==> src/rtl/csr_issue_if.sv <==
// Handshake and CSR-file bus for the SYSTEM-instruction issue stage.
// The slave modport is the issue stage; master is the upstream/CSR-file/writeback side.
interface csr_issue_if;
  // instruction input handshake
  logic        in_valid;
  logic        in_ready;
  logic [31:0] in_instr;
  logic [31:0] in_rs1_val;
  logic [31:0] in_pc;
  logic [1:0]  priv_mode;
  // command bus into the CSR register file
  logic [11:0] csr;
  logic [31:0] write_data;
  logic [31:0] pc;
  logic        is_csrrw;
  logic        is_csrrs;
  logic        is_csrrc;
  logic        is_csrrwi;
  logic        is_csrrsi;
  logic        is_csrrci;
  logic        is_ebreak;
  logic        is_ecall;
  logic        is_mret;
  logic [31:0] csr_read_data;
  // rd writeback handshake
  logic        wb_valid;
  logic        wb_ready;
  logic        wb_we;
  logic [4:0]  wb_rd;
  logic [31:0] wb_data;
  logic        illegal;

  modport slave (
    input  in_valid, in_instr, in_rs1_val, in_pc, priv_mode, csr_read_data, wb_ready,
    output in_ready, csr, write_data, pc,
    output is_csrrw, is_csrrs, is_csrrc, is_csrrwi, is_csrrsi, is_csrrci,
    output is_ebreak, is_ecall, is_mret,
    output wb_valid, wb_we, wb_rd, wb_data, illegal
  );

  modport master (
    output in_valid, in_instr, in_rs1_val, in_pc, priv_mode, csr_read_data, wb_ready,
    input  in_ready, csr, write_data, pc,
    input  is_csrrw, is_csrrs, is_csrrc, is_csrrwi, is_csrrsi, is_csrrci,
    input  is_ebreak, is_ecall, is_mret,
    input  wb_valid, wb_we, wb_rd, wb_data, illegal
  );
endinterface

==> src/rtl/csr_issue.sv <==
// SYSTEM-instruction issue stage: decodes CSR/ecall/ebreak/mret, checks legality,
// fires one command strobe into the CSR file and returns the old CSR value for rd.
module csr_issue (
  input logic        clk,
  input logic        rst_n,
  csr_issue_if.slave bus
);

  typedef enum logic [1:0] {IDLE, ISSUE, RESP} state_t;

  typedef struct packed {
    logic csrrw;
    logic csrrs;
    logic csrrc;
    logic csrrwi;
    logic csrrsi;
    logic csrrci;
    logic ebreak;
    logic ecall;
    logic mret;
  } strobe_t;

  localparam logic [6:0]  OPC_SYSTEM = 7'b1110011;
  localparam logic [31:0] WORD_ECALL  = 32'h0000_0073;
  localparam logic [31:0] WORD_EBREAK = 32'h0010_0073;
  localparam logic [31:0] WORD_MRET   = 32'h3020_0073;

  state_t      state_q, state_d;
  logic [11:0] csr_q, csr_d;
  logic [31:0] write_data_q, write_data_d;
  logic [31:0] pc_q, pc_d;
  strobe_t     strobe_q, strobe_d;
  logic        we_q, we_d;
  logic [4:0]  rd_q, rd_d;
  logic        illegal_q, illegal_d;
  logic [31:0] data_q, data_d;

  // Decode of the offered instruction, registered only on accept.
  logic [6:0]  opcode;
  logic [2:0]  funct3;
  logic [4:0]  rd_field;
  logic [4:0]  rs1_field;
  logic [11:0] csr_field;
  logic        eff_write;
  strobe_t     dec_strobe;
  logic        dec_illegal;
  logic        dec_we;
  logic [31:0] dec_write_data;

  assign opcode    = bus.in_instr[6:0];
  assign rd_field  = bus.in_instr[11:7];
  assign funct3    = bus.in_instr[14:12];
  assign rs1_field = bus.in_instr[19:15];
  assign csr_field = bus.in_instr[31:20];

  // Set/clear forms with a zero rs1 field (register or zimm) are pure reads.
  assign eff_write = (funct3[1:0] == 2'b01) || (rs1_field != 5'd0);

  assign dec_write_data = funct3[2] ? {27'd0, rs1_field} : bus.in_rs1_val;

  // NOTE: every output of a combinational block gets a default first so no latch is inferred.
  always_comb begin
    dec_strobe  = '0;
    dec_illegal = 1'b0;
    dec_we      = 1'b0;
    if (opcode != OPC_SYSTEM) begin
      dec_illegal = 1'b1;
    end else if (funct3 == 3'b100) begin
      dec_illegal = 1'b1;
    end else if (funct3 == 3'b000) begin
      case (bus.in_instr)
        WORD_ECALL:  dec_strobe.ecall  = 1'b1;
        WORD_EBREAK: dec_strobe.ebreak = 1'b1;
        WORD_MRET: begin
          if (bus.priv_mode != 2'b11) dec_illegal = 1'b1;
          else                        dec_strobe.mret = 1'b1;
        end
        default:     dec_illegal = 1'b1;
      endcase
    end else if (bus.priv_mode < csr_field[9:8]) begin
      dec_illegal = 1'b1;
    end else if (eff_write && (csr_field[11:10] == 2'b11)) begin
      dec_illegal = 1'b1;
    end else begin
      dec_we = (rd_field != 5'd0);
      if (eff_write) begin
        case (funct3)
          3'b001:  dec_strobe.csrrw  = 1'b1;
          3'b010:  dec_strobe.csrrs  = 1'b1;
          3'b011:  dec_strobe.csrrc  = 1'b1;
          3'b101:  dec_strobe.csrrwi = 1'b1;
          3'b110:  dec_strobe.csrrsi = 1'b1;
          default: dec_strobe.csrrci = 1'b1;
        endcase
      end
    end
  end

  always_comb begin
    state_d      = state_q;
    csr_d        = csr_q;
    write_data_d = write_data_q;
    pc_d         = pc_q;
    strobe_d     = strobe_q;
    we_d         = we_q;
    rd_d         = rd_q;
    illegal_d    = illegal_q;
    data_d       = data_q;
    case (state_q)
      IDLE: begin
        if (bus.in_valid) begin
          csr_d        = csr_field;
          write_data_d = dec_write_data;
          pc_d         = bus.in_pc;
          strobe_d     = dec_strobe;
          we_d         = dec_we;
          rd_d         = rd_field;
          illegal_d    = dec_illegal;
          state_d      = ISSUE;
        end
      end
      ISSUE: begin
        data_d  = illegal_q ? 32'd0 : bus.csr_read_data;
        state_d = RESP;
      end
      RESP: begin
        if (bus.wb_ready) state_d = IDLE;
      end
      default: state_d = IDLE;
    endcase
  end

  // NOTE: sequential state uses non-blocking assignments so all flops update together.
  always_ff @(posedge clk or negedge rst_n) begin
    if (!rst_n) begin
      state_q      <= IDLE;
      csr_q        <= '0;
      write_data_q <= '0;
      pc_q         <= '0;
      strobe_q     <= '0;
      we_q         <= 1'b0;
      rd_q         <= '0;
      illegal_q    <= 1'b0;
      data_q       <= '0;
    end else begin
      state_q      <= state_d;
      csr_q        <= csr_d;
      write_data_q <= write_data_d;
      pc_q         <= pc_d;
      strobe_q     <= strobe_d;
      we_q         <= we_d;
      rd_q         <= rd_d;
      illegal_q    <= illegal_d;
      data_q       <= data_d;
    end
  end

  // Strobes are gated by state so an asynchronous reset drops them immediately.
  strobe_t strobe_out;
  assign strobe_out = (state_q == ISSUE) ? strobe_q : '0;

  assign bus.in_ready   = (state_q == IDLE);
  assign bus.csr        = csr_q;
  assign bus.write_data = write_data_q;
  assign bus.pc         = pc_q;
  assign bus.is_csrrw   = strobe_out.csrrw;
  assign bus.is_csrrs   = strobe_out.csrrs;
  assign bus.is_csrrc   = strobe_out.csrrc;
  assign bus.is_csrrwi  = strobe_out.csrrwi;
  assign bus.is_csrrsi  = strobe_out.csrrsi;
  assign bus.is_csrrci  = strobe_out.csrrci;
  assign bus.is_ebreak  = strobe_out.ebreak;
  assign bus.is_ecall   = strobe_out.ecall;
  assign bus.is_mret    = strobe_out.mret;
  assign bus.wb_valid   = (state_q == RESP);
  assign bus.wb_we      = (state_q == RESP) && we_q;
  assign bus.illegal    = (state_q == RESP) && illegal_q;
  assign bus.wb_rd      = rd_q;
  assign bus.wb_data    = data_q;

endmodule

==> src/flat_wrapper.sv <==
// flat-port wrapper written by rule: the top's interface ports become plain ports
module csr_issue_flat 
  (clk, rst_n, bus_in_valid, bus_in_instr, bus_in_rs1_val, bus_in_pc, bus_priv_mode, bus_csr_read_data, bus_wb_ready, bus_in_ready, bus_csr, bus_write_data, bus_pc, bus_is_csrrw, bus_is_csrrs, bus_is_csrrc, bus_is_csrrwi, bus_is_csrrsi, bus_is_csrrci, bus_is_ebreak, bus_is_ecall, bus_is_mret, bus_wb_valid, bus_wb_we, bus_wb_rd, bus_wb_data, bus_illegal);
  csr_issue_if bus_i ();
  input logic clk;
  input logic rst_n;
  input wire logic [$bits(bus_i.in_valid)-1:0] bus_in_valid;
  input wire logic [$bits(bus_i.in_instr)-1:0] bus_in_instr;
  input wire logic [$bits(bus_i.in_rs1_val)-1:0] bus_in_rs1_val;
  input wire logic [$bits(bus_i.in_pc)-1:0] bus_in_pc;
  input wire logic [$bits(bus_i.priv_mode)-1:0] bus_priv_mode;
  input wire logic [$bits(bus_i.csr_read_data)-1:0] bus_csr_read_data;
  input wire logic [$bits(bus_i.wb_ready)-1:0] bus_wb_ready;
  output wire logic [$bits(bus_i.in_ready)-1:0] bus_in_ready;
  output wire logic [$bits(bus_i.csr)-1:0] bus_csr;
  output wire logic [$bits(bus_i.write_data)-1:0] bus_write_data;
  output wire logic [$bits(bus_i.pc)-1:0] bus_pc;
  output wire logic [$bits(bus_i.is_csrrw)-1:0] bus_is_csrrw;
  output wire logic [$bits(bus_i.is_csrrs)-1:0] bus_is_csrrs;
  output wire logic [$bits(bus_i.is_csrrc)-1:0] bus_is_csrrc;
  output wire logic [$bits(bus_i.is_csrrwi)-1:0] bus_is_csrrwi;
  output wire logic [$bits(bus_i.is_csrrsi)-1:0] bus_is_csrrsi;
  output wire logic [$bits(bus_i.is_csrrci)-1:0] bus_is_csrrci;
  output wire logic [$bits(bus_i.is_ebreak)-1:0] bus_is_ebreak;
  output wire logic [$bits(bus_i.is_ecall)-1:0] bus_is_ecall;
  output wire logic [$bits(bus_i.is_mret)-1:0] bus_is_mret;
  output wire logic [$bits(bus_i.wb_valid)-1:0] bus_wb_valid;
  output wire logic [$bits(bus_i.wb_we)-1:0] bus_wb_we;
  output wire logic [$bits(bus_i.wb_rd)-1:0] bus_wb_rd;
  output wire logic [$bits(bus_i.wb_data)-1:0] bus_wb_data;
  output wire logic [$bits(bus_i.illegal)-1:0] bus_illegal;
  assign bus_i.in_valid = bus_in_valid;
  assign bus_i.in_instr = bus_in_instr;
  assign bus_i.in_rs1_val = bus_in_rs1_val;
  assign bus_i.in_pc = bus_in_pc;
  assign bus_i.priv_mode = bus_priv_mode;
  assign bus_i.csr_read_data = bus_csr_read_data;
  assign bus_i.wb_ready = bus_wb_ready;
  assign bus_in_ready = bus_i.in_ready;
  assign bus_csr = bus_i.csr;
  assign bus_write_data = bus_i.write_data;
  assign bus_pc = bus_i.pc;
  assign bus_is_csrrw = bus_i.is_csrrw;
  assign bus_is_csrrs = bus_i.is_csrrs;
  assign bus_is_csrrc = bus_i.is_csrrc;
  assign bus_is_csrrwi = bus_i.is_csrrwi;
  assign bus_is_csrrsi = bus_i.is_csrrsi;
  assign bus_is_csrrci = bus_i.is_csrrci;
  assign bus_is_ebreak = bus_i.is_ebreak;
  assign bus_is_ecall = bus_i.is_ecall;
  assign bus_is_mret = bus_i.is_mret;
  assign bus_wb_valid = bus_i.wb_valid;
  assign bus_wb_we = bus_i.wb_we;
  assign bus_wb_rd = bus_i.wb_rd;
  assign bus_wb_data = bus_i.wb_data;
  assign bus_illegal = bus_i.illegal;
  csr_issue u_core (.clk(clk), .rst_n(rst_n), .bus(bus_i));
endmodule
==> config.mk <==
export PLATFORM = sky130hd
export DESIGN_NAME = csr_issue_flat
export DESIGN_NICKNAME = d
export VERILOG_FILES = /design/src/rtl/csr_issue_if.sv /design/src/rtl/csr_issue.sv /design/src/flat_wrapper.sv
export SDC_FILE = /design/constraint.sdc
export NUM_CORES = 1
export LEC_CHECK = 0
export BUFFER_PORTS_ARGS = -buffer_cell sky130_fd_sc_hd__buf_2
export CAP_MARGIN = 25
export CELL_PAD_IN_SITES_DETAIL_PLACEMENT = 0
export CELL_PAD_IN_SITES_GLOBAL_PLACEMENT = 1
export CORE_MARGIN = 2
export CORE_UTILIZATION = 30
export CTS_CLUSTER_DIAMETER = 120
export DETAILED_ROUTE_END_ITERATION = 10
export PLACE_DENSITY_LB_ADDON = 0.3
export SLEW_MARGIN = 20
export SYNTH_ARGS = -nofsm -noshare
export SYNTH_HDL_FRONTEND = slang
export SYNTH_SLANG_ARGS = --single-unit
export TNS_END_PERCENT = 10
==> constraint.sdc <==
create_clock -name clk -period 3.8 [get_ports clk]
set_clock_uncertainty 0.2 [all_clocks]
set_input_delay 0.76 -clock clk [delete_from_list [all_inputs] [get_ports clk]]
set_output_delay 0.76 -clock clk [all_outputs]
set_load 0.02 [all_outputs]
==> impl_metrics.json <==
{
  "reg2reg_depth": 6,
  "drtAntennaViolNets": 0,
  "yosys.area_share.simple": 0.254,
  "yosys_register_bits": 126,
  "synth_warnings": 0,
  "antenna_found_initial": 1,
  "cp.required_ns": 2.84,
  "viasPerCell": 4.43,
  "vias": 4643,
  "first_global_vias": 4534,
  "synth_nets": 693,
  "die-area_um2": 18400,
  "clkPwrFrac": 0.320,
  "synth_top_area_cell": "dfrtp_1",
  "drtIter0Drc": 158,
  "max_slew_margin": 0.520,
  "synthTopCellsByCount": "nand2_1 (236), dfrtp_1 (126), o21ai_0 (62)",
  "synth.most_common_cell": "nand2_1",
  "timing.rr.end": "u_core.strobe_q[3]",
  "firstDrtPassIters": 4,
  "grt_pass1_wl_mm": 23.1,
  "rsz0062_at_grt": "false",
  "setup_viol_count_final": 0,
  "ys_types": 35,
  "avgSynthCellArea_um2": 9.30,
  "timing.fmax_ghz": 0.377,
  "core_area_um2": 17100,
  "pwr-share-comb": 0.326,
  "netlist_area_um2": 5190,
  "synth.area.top_cells": "dfrtp_1 (61%), nand2_1 (17%), o21ai_0 (6.0%), nand2b_1 (3.5%), clkbuf_1 (1.6%)",
  "nets": 944,
  "finalHoldWorstSlack_ns": 0.182,
  "crit_type": "flip-flop to output pin",
  "synth_xor_area_frac": 0,
  "cts_made_buffers": 17,
  "max_stage_delay_ns": 0.47,
  "synth_top_area_frac": 0.608,
  "cellLeakagePower_nw": 3.96,
  "fin_area_um2": 7370,
  "maxCapViolations": 0,
  "p_int_mw": 3.50,
  "p_per_area_nw_per_um2": 757,
  "synth_enable_flop_cells": 0,
  "rrSetupSlack_ns": 1.45,
  "setup_tns_ns": 0,
  "hold_class": "input pin to asynchronous set/reset pin",
  "cp_top_family": "simple AND/OR/NAND/NOR gates",
  "synth_fa_ha_area_frac": 0.00241,
  "gp_congestion": 0.805,
  "p_sw_mw": 2.09,
  "crit_chain": "nor2b_1, and2_1, buf_2",
  "post-route-period-util": 0.698,
  "ioPinCount": 260,
  "syn_to_final_growth_pct": 42.1,
  "fill_cells": 1735,
  "synth_top_family_by_area": "simple AND/OR/NAND/NOR gates",
  "slew_viol_final": 0,
  "status": "completed",
  "critPathArrivalTime_ns": 1.69,
  "diodes": 0,
  "seq_power_share": 0.354,
  "crit_fanout": 9,
  "hold_viol_final": 0,
  "die_h_um": 136,
  "cts_sinks": 126,
  "grt_overflow_total": 0,
  "cts_tree": "done",
  "cts_max_path_buffers": 2,
  "synth-compound-area-share": 0.0984,
  "htree_levels": 4,
  "drc": 0,
  "globalRouteTotalUtil": 0.163,
  "dpl.hpwl_mm": 10.7,
  "sw_frac_of_total": 0.374,
  "rows": 48,
  "cpMaxStageDelayCell": "nor2b_1",
  "grt_start_max_net_pins": 73,
  "worst_pin_slew_ns": 0.721,
  "portBuffers": 259,
  "design_power_total_mw": 5.58,
  "post_drt_wl_per_cell_um": 14.1,
  "yosysSeqAreaShare": 0.608,
  "cts_setup_buffers": 0,
  "critPathBufInv": 1,
  "synthCells": 558,
  "finalCriticalPeriod_ns": 2.65,
  "ir_drop_mv": 0.336,
  "clock-root-buffer": "clkbuf_16",
  "async_flop_share": 1.00,
  "clock_latency_ns": 0.41,
  "die_w_um": 136,
  "timing.rr.start": "u_core.state_q[0]",
  "synth.area.mux_share": 0.00965,
  "drive_above_1_share": 0.373,
  "cts_hold_buf": 0,
  "end_kind": "output pin",
  "clk_pin_slew_worst_paths_ns": 0.06,
  "place_area_um2": 6700,
  "synth-main-ff-cell": "dfrtp_1",
  "initial_core_util": 0.303,
  "start_kind": "flip-flop",
  "ctsResizeCount": 0,
  "wl_mm": 14.8
}
## worst max path at each step
stage | start | end | slack (ns) | cells after the start
4_1_cts | u_core.state_q[0] | bus_is_mret | 1.08 | 3
2_1_floorplan | u_core.state_q[1] | bus_illegal | 1.64 | 3
3_3_place_gp | bus_in_valid | u_core.strobe_q[4] | 1.17 | 6
3_5_place_dp | bus_in_valid | u_core.bus.write_data[0] | 1.13 | 6
5_1_grt | u_core.state_q[0] | bus_is_mret | 1.01 | 3
6_report | u_core.state_q[0] | bus_is_mret | 1.15 | 3
## through the flow
stage           util  worst slack (ns)  cells
3_5_place_dp   0.391              1.13   1014
3_3_place_gp   0.391              1.17   1014
6_report       0.431              1.15   1047
5_1_grt        0.431              1.01   1047
4_1_cts        0.430              1.08   1046
2_1_floorplan      -              1.64    558
## cells in the final DEF (no fill, tap or decap), types with 2 or more instances in the layout
cell type / netlist / layout
nor2_1: 11 / 11
nand2b_1: 29 / 28
a22o_1: 5 / 5
a32o_1: 5 / 5
o21ai_0: 62 / 62
buf_4: 0 / 4
clkinv_4: 0 / 3
clkbuf_16: 0 / 17
clkinv_2: 1 / 3
a21oi_1: 6 / 6
and2_1: 10 / 10
dfrtp_1: 126 / 126
nand2_1: 236 / 236
nand4_1: 2 / 2
buf_12: 0 / 2
mux2i_1: 5 / 5
inv_1: 4 / 4
nor3_1: 5 / 5
nor2b_1: 2 / 2
bufinv_16: 0 / 5
buf_2: 2 / 258
clkinvlp_4: 0 / 4
## cell type report
type                    instances  area (µm²)  share of cell area
flip-flops and latches        126        3150               0.428
multi-input cells             394        1900               0.257
repair buffers                264        1360               0.185
clock buffers                  18         439              0.0596
well taps                     225         282              0.0382
clock inverters                14         216              0.0294
inverters                       6        23.8             0.00322
## power by group through the flow
stage | logic (mW) | clock network (mW) | registers [mW]
after floorplan | 0.614 | 0 | 2.49
after global placement | 1.81 | 0 | 1.99
after detailed placement | 1.84 | 0 | 1.99
after CTS | 1.84 | 1.84 | 1.98
after global routing | 2.01 | 1.90 | 2.03
final | 1.82 | 1.79 | 1.98
## state kept, by name (all words and copies together), names as in the netlist
name and cells:
u_core.bus.csr 12, u_core.strobe_q 9, u_core.bus.pc 32, u_core.we_q 1
u_core.bus.write_data 32, u_core.bus.wb_data 32, u_core.illegal_q 1, u_core.state_q 2
u_core.bus.wb_rd 5
## routing by layer
metal	wire length [µm]	GRT usage	share of wire
met5	13	0	0.00088
met1	6330	0.202	0.43
met2	6810	0.257	0.46
met4	303	0.0660	0.021
met3	1300	0.0625	0.088
## worst reg2reg max path, stage by stage (launching register included)
cell and delay, ns:
dfrtp_1 0.44, nor2_4 0.14, nand2_4 0.33, clkinv_2 0.34, nand3_4 0.16, a2111oi_4 0.46
a32o_1 0.22
## kinds of logic (layout without fill, tap and decap cells)
group | Yosys count | count (layout)
DFF | 126 | 126
and+or+nand+nor | 304 | 304
buffers and inverters | 38 | 302
muxes | 5 | 5
AOI/OAI and AO/OA | 84 | 84
adders and majority gates | 1 | 1
(Power assumes the default switching activity.)
